<file path="src/rtl/timer_pkg.sv">
// Shared constants for the memory-mapped machine timer: register offsets,
// CTRL field layout and reset values.
package timer_pkg;

  localparam logic [4:0] MTIME_LO_OFF    = 5'h00;
  localparam logic [4:0] MTIME_HI_OFF    = 5'h04;
  localparam logic [4:0] MTIMECMP_LO_OFF = 5'h08;
  localparam logic [4:0] MTIMECMP_HI_OFF = 5'h0C;
  localparam logic [4:0] CTRL_OFF        = 5'h10;

  localparam int CTRL_EN_BIT = 0;
  localparam int CTRL_IE_BIT = 1;
  localparam int PRESC_LSB   = 8;
  localparam int PRESC_MSB   = 23;

  localparam logic [63:0] MTIMECMP_RST = 64'hFFFF_FFFF_FFFF_FFFF;

  // Readback image of CTRL; unused bits read as zero.
  function automatic logic [31:0] pack_ctrl(input logic en, input logic ie,
                                            input logic [15:0] presc);
    logic [31:0] v;
    v = '0;
    v[CTRL_EN_BIT] = en;
    v[CTRL_IE_BIT] = ie;
    v[PRESC_MSB:PRESC_LSB] = presc;
    return v;
  endfunction

endpackage

</file>
<file path="src/rtl/timer_prescaler.sv">
// Prescaler: counts enabled cycles and emits a one-cycle tick when the count
// reaches presc, so the tick period is presc+1 cycles.
module timer_prescaler (
  input  logic        clk_i,
  input  logic        rst_i,
  input  logic        en,
  input  logic        clr,
  input  logic [15:0] presc,
  output logic        tick
);

  logic [15:0] cnt;

  assign tick = en && (cnt == presc);

  always_ff @(posedge clk_i) begin
    if (rst_i || !en || clr || tick) begin
      cnt <= '0;
    end else begin
      cnt <= cnt + 16'd1;
    end
  end

endmodule

</file>
<file path="src/rtl/timer_dev.sv">
// Memory-mapped 64-bit machine timer with compare interrupt, prescaled tick
// and an anti-tear shadow for the high word of mtime.
module timer_dev
  import timer_pkg::*;
#(
  parameter int DataWidth    = 32,
  parameter int AddressWidth = 32
) (
  input  logic                    clk_i,
  input  logic                    rst_i,
  input  logic                    device_req_i,
  input  logic [AddressWidth-1:0] device_addr_i,
  input  logic                    device_we_i,
  input  logic [DataWidth-1:0]    device_wdata_i,
  output logic [DataWidth-1:0]    device_rdata_o,
  output logic                    timer_irq_o
);

  logic [63:0] mtime;
  logic [63:0] mtimecmp;
  logic [31:0] shadow_hi;
  logic        ctrl_en;
  logic        ctrl_ie;
  logic [15:0] ctrl_presc;
  logic        tick;
  logic [4:0]  off;
  logic        wr;
  logic        rd;
  logic [31:0] rd_mux;
  logic        unused_addr;

  assign off = {device_addr_i[4:2], 2'b00};
  assign wr  = device_req_i && device_we_i;
  assign rd  = device_req_i && !device_we_i;
  assign unused_addr = ^{device_addr_i[AddressWidth-1:5], device_addr_i[1:0]};

  timer_prescaler u_presc (
    .clk_i (clk_i),
    .rst_i (rst_i),
    .en    (ctrl_en),
    .clr   (wr && (off == CTRL_OFF)),
    .presc (ctrl_presc),
    .tick  (tick)
  );

  // MTIME_HI deliberately returns the shadow captured by the last MTIME_LO read.
  always_comb begin
    rd_mux = '0;
    case (off)
      MTIME_LO_OFF:    rd_mux = mtime[31:0];
      MTIME_HI_OFF:    rd_mux = shadow_hi;
      MTIMECMP_LO_OFF: rd_mux = mtimecmp[31:0];
      MTIMECMP_HI_OFF: rd_mux = mtimecmp[63:32];
      CTRL_OFF:        rd_mux = pack_ctrl(ctrl_en, ctrl_ie, ctrl_presc);
      default:         rd_mux = '0;
    endcase
  end

  always_ff @(posedge clk_i) begin
    if (rst_i) begin
      mtime          <= '0;
      mtimecmp       <= MTIMECMP_RST;
      shadow_hi      <= '0;
      ctrl_en        <= 1'b0;
      ctrl_ie        <= 1'b0;
      ctrl_presc     <= '0;
      device_rdata_o <= '0;
      timer_irq_o    <= 1'b0;
    end else begin
      // A software write to either half wins over a coincident tick.
      if (wr && (off == MTIME_LO_OFF)) begin
        mtime[31:0] <= device_wdata_i;
      end else if (wr && (off == MTIME_HI_OFF)) begin
        mtime[63:32] <= device_wdata_i;
      end else if (tick) begin
        mtime <= mtime + 64'd1;
      end

      if (wr && (off == MTIMECMP_LO_OFF)) mtimecmp[31:0]  <= device_wdata_i;
      if (wr && (off == MTIMECMP_HI_OFF)) mtimecmp[63:32] <= device_wdata_i;

      if (wr && (off == CTRL_OFF)) begin
        ctrl_en    <= device_wdata_i[CTRL_EN_BIT];
        ctrl_ie    <= device_wdata_i[CTRL_IE_BIT];
        ctrl_presc <= device_wdata_i[PRESC_MSB:PRESC_LSB];
      end

      if (rd) begin
        device_rdata_o <= rd_mux;
        if (off == MTIME_LO_OFF) shadow_hi <= mtime[63:32];
      end

      timer_irq_o <= ctrl_ie && (mtime >= mtimecmp);
    end
  end

endmodule

</file>
<file path="config.mk">
export PLATFORM = sky130hd
export DESIGN_NAME = timer_dev
export DESIGN_NICKNAME = d
export VERILOG_FILES = /design/src/rtl/timer_pkg.sv /design/src/rtl/timer_prescaler.sv /design/src/rtl/timer_dev.sv
export SDC_FILE = /design/constraint.sdc
export NUM_CORES = 1
export LEC_CHECK = 0
export ABC_AREA = 1
export CORE_MARGIN = 2
export CORE_UTILIZATION = 49
export DETAILED_ROUTE_END_ITERATION = 8
export HOLD_SLACK_MARGIN = 0.05
export PLACE_DENSITY = 0.69
export SLEW_MARGIN = 0
export SYNTH_ARGS = -nofsm -noshare
export SYNTH_HDL_FRONTEND = slang
export SYNTH_SLANG_ARGS = --single-unit
</file>
<file path="constraint.sdc">
create_clock -name clk_i -period 4.5 [get_ports clk_i]
set_clock_uncertainty 0.1 [all_clocks]
set_input_delay 0.9 -clock clk_i [delete_from_list [all_inputs] [get_ports clk_i]]
set_output_delay 0.9 -clock clk_i [all_outputs]
set_load 0.01 [all_outputs]
</file>
==> impl_results.md <==
* Via count at about 14000
* Post-Route WL at around 50000 um
* Vias in the first global route at ~13000
* Clock Sinks at about 230
* Critical path type: input port to register
* Fillers at between 2000 and 3000
* Register area at about 0.0045 mm2
* Gate power share at under 10%
* CP Launch Type: input port
* # IOs at 101
* Initial antenna violation count at 0
* Initial core utilization at between 50% and 60%
* Hold-fix buffers, CTS at 0
* Final hold vios at 0
* Final setup violation count at 0
* Final hold slack at 0.350 ns
* Area leader, netlist: dfxtp_1
* CTS root buf: clkbuf_16
* CTS resizes at 0
* Synth unique cells at 41
* Met1 usage at between 40 and 50%
* Max cap viols at 0
* Final Slew Violations at 0
* Layout area overhead at 13.5%
* Largest net degree at the start of global routing at between 80 and 90
* Final Cell Area at between 0.015 and 0.02 mm2
* M2 GR Usage at a little under three fifths
* PortBufs at 71
* Clock Latency Late Sink at around 0.56 ns
* CTS Buf Count at 26
* Fin crit share at a little over two thirds
* Layout cells sized above 1 at 5.60%
* Seq pwr share at a little under half
* Post-synth ARST share at 0%
* Fin Setup TNS at 0 ns
* CP endpoint kind: register
* Max VDD drop at 0.000243 V
* # DRC at 0
* Antenna fix cells at 0
* H-tree levels at 1
* Worst EP arrival at approximately 3.5 ns
* Synth Net Count at around 2200
* Clk pwr share at around 47%
* Worst-Margin Slew at ~1.2 ns
* Final min period at 3.12 ns
* Die Wd at between 150 and 200 um
* Die Area at 0.0291 mm2
* Status: complete, no violations
* Maximum root-to-sink buffer count at 3
* Switching share of power at about 25%
* Synth area leaders: dfxtp_1 (33%), nand2_1 (18%), a21oi_1 (6.9%), ha_1 (6.1%), inv_1 (5.9%)
* Grt total ovfl at 0
* Synthesized cell area at 0.0136 mm2
* Psw at roughly 1.1 mW
* Seq cells post-synth at 227
* Grt peak-use layer: met2
* Most frequent cell after synthesis: nand2_1
* Critical-path top delay cell: nand2_2
* Post-synth EDFFs at 0
* Post-CTS Setup Bufs at 0
* Leakage at approximately 6.4 nW
* Post-place instance area at between 0.01 and 0.015 mm2
* Setup WS post-layout at around 1.4 ns
* Reg clk slew, reported paths at roughly 0.060 ns
* Seq/Total Area, Yosys at 33.4%
* Tightest Hold Check Type: register to register
* Post-synth top area share at 33.4%
* Power Internal at between 3 and 4 mW
* Multi-input logic area at 0.00787 mm2
* Iter 0 DRT Violations at ~1500
* Unrepaired setup endpoints after global routing: false
* Worst EP required at roughly 5 ns
* Crit path max fanout at 24
* Post-place setup slack at roughly 0.86 ns
* Maximum clock rate at around 320 MHz
* All-Layer GR Usage at between 30% and 40%
* Vias per inst at ~5.7
* Max_slew headroom at 20.1%
* Synthesized area per cell at ~6.5 um2
* Core Area at roughly 0.027 mm2
* Crit-path cells: clkdlybuf4s50_1, nand2_1, inv_1, nand2_2, buf_4, nand2_1, nand2_2, nand2_1, a21oi_1
* First-pass GRT wire length at 75400 um
* Die Y at 171 um
* Most frequent CP cell: nand2_1
* Pwr Density at a little under 300 mW/mm2
* Final Wtd Congestion at 1.06
* Nets at roughly 2300
* Antenna-violating nets left at 0
* Met3 Track Usage GR at 5.48%
* Top FF cell, synth: dfxtp_1
* Top cells by count, synth: nand2_1 (642), dfxtp_1 (227), inv_1 (212), nor2_1 (193), a21oi_1 (188)
* Std cell rows at 60
* Yosys warns at 0
* DR pass1 iterations at 6
* Critical Path Max Stage Delay at 0.57 ns
* CTS tree: built
* Post-Syn Instances at roughly 2100
* Detailed-placement wirelength estimate at around 37000 um
* WL per Instance at 19.4 um
==> layout make-up <==
cell class / count / share of cell area [%]
multi-input combinational: 1571 / 51.0
sequential: 227 / 29.5
timing repair buffer: 96 / 5.81
inverter: 219 / 5.34
clock buffer: 41 / 4.91
tap: 372 / 3.02
clock inverter: 7 / 0.462
==> worst max-delay path, delay by kind of cell <==
family,cells,cell delay [ns]
and+or+nand+nor,5,1.48
buffers and inverters,3,0.89
AOI/OAI and AO/OA,1,0.18
==> cells in the final DEF (no fill, tap or decap), types with 3 or more instances in the layout <==
cell type / instances
o22ai_1: 19
a21oi_1: 188
nor2_2: 8
clkbuf_8: 5
inv_1: 211
nand2_2: 3
nand3_2: 7
buf_4: 26
o31ai_1: 5
ha_1: 66
or2_2: 21
clkdlybuf4s50_1: 70
nor2_1: 189
xor2_1: 12
xnor2_1: 12
nor3_1: 17
clkbuf_1: 10
nor4_1: 5
o21ai_1: 4
dfxtp_1: 227
nand2_1: 641
nand4_1: 27
clkinv_2: 6
o21ai_0: 151
o221ai_1: 14
o211ai_1: 67
inv_2: 6
clkbuf_16: 26
nand3_1: 95
nor2_4: 5
==> metrics by stage <==
stage	instances	total power, mW	util (%)
floorplan	2107	2.26	-
global placement	2485	2.40	53.9
detailed placement	2485	2.41	53.9
CTS	2533	4.48	56.9
global route	2533	4.59	56.9
finish	2533	4.47	56.9
==> state kept, by name, indices dropped and copies added (netlist names) <==
signal          count
ctrl_ie             1
mtime              64
device_rdata_o     32
ctrl_presc         16
ctrl_en             1
shadow_hi          32
mtimecmp           64
timer_irq_o         1
u_presc.cnt        16
==> power by group through the flow <==
| stage | Sequential, mW | Clock, mW | Combinational [mW] |
|---|---|---|---|
| global route | 2.06 | 2.19 | 0.339 |
| detailed placement | 2.10 | 0 | 0.306 |
| global placement | 2.10 | 0 | 0.303 |
| CTS | 2.06 | 2.12 | 0.307 |
| finish | 2.06 | 2.09 | 0.315 |
| floorplan | 2.10 | 0 | 0.153 |
==> cells by family (layout without fill, tap and decap cells) <==
logic type	after synthesis	in the layout	synth area share (%)
and+or+nand+nor	1025	1025	31.2
xor gates and xnor gates	24	24	1.55
buffers and inverters	309	363	8.90
AOI/OAI and AO/OA	456	456	18.9
adders and majority gates	66	66	6.07
DFF	227	227	33.4
==> per-layer routing <==
layer  share of wire, %  wire (um)
met3                9.0       4420
met4                4.1       2020
met5                  0          0
met2                 46      22400
met1                 41      20300
==> path summary, 6_finish.rpt <==
| kind | startpoint | end | slack [ns] | cells past startpoint |
|---|---|---|---|---|
| worst max register to register | ctrl_en | mtime[51] | 1.71 | 8 |
| worst min register to register | shadow_hi[6] | shadow_hi[6] | 0.35 | 2 |
| worst min-delay path | shadow_hi[6] | shadow_hi[6] | 0.35 | 2 |
| worst max-delay path | device_we_i | mtime[51] | 1.38 | 9 |
Power figures use the tool's default switching activity.
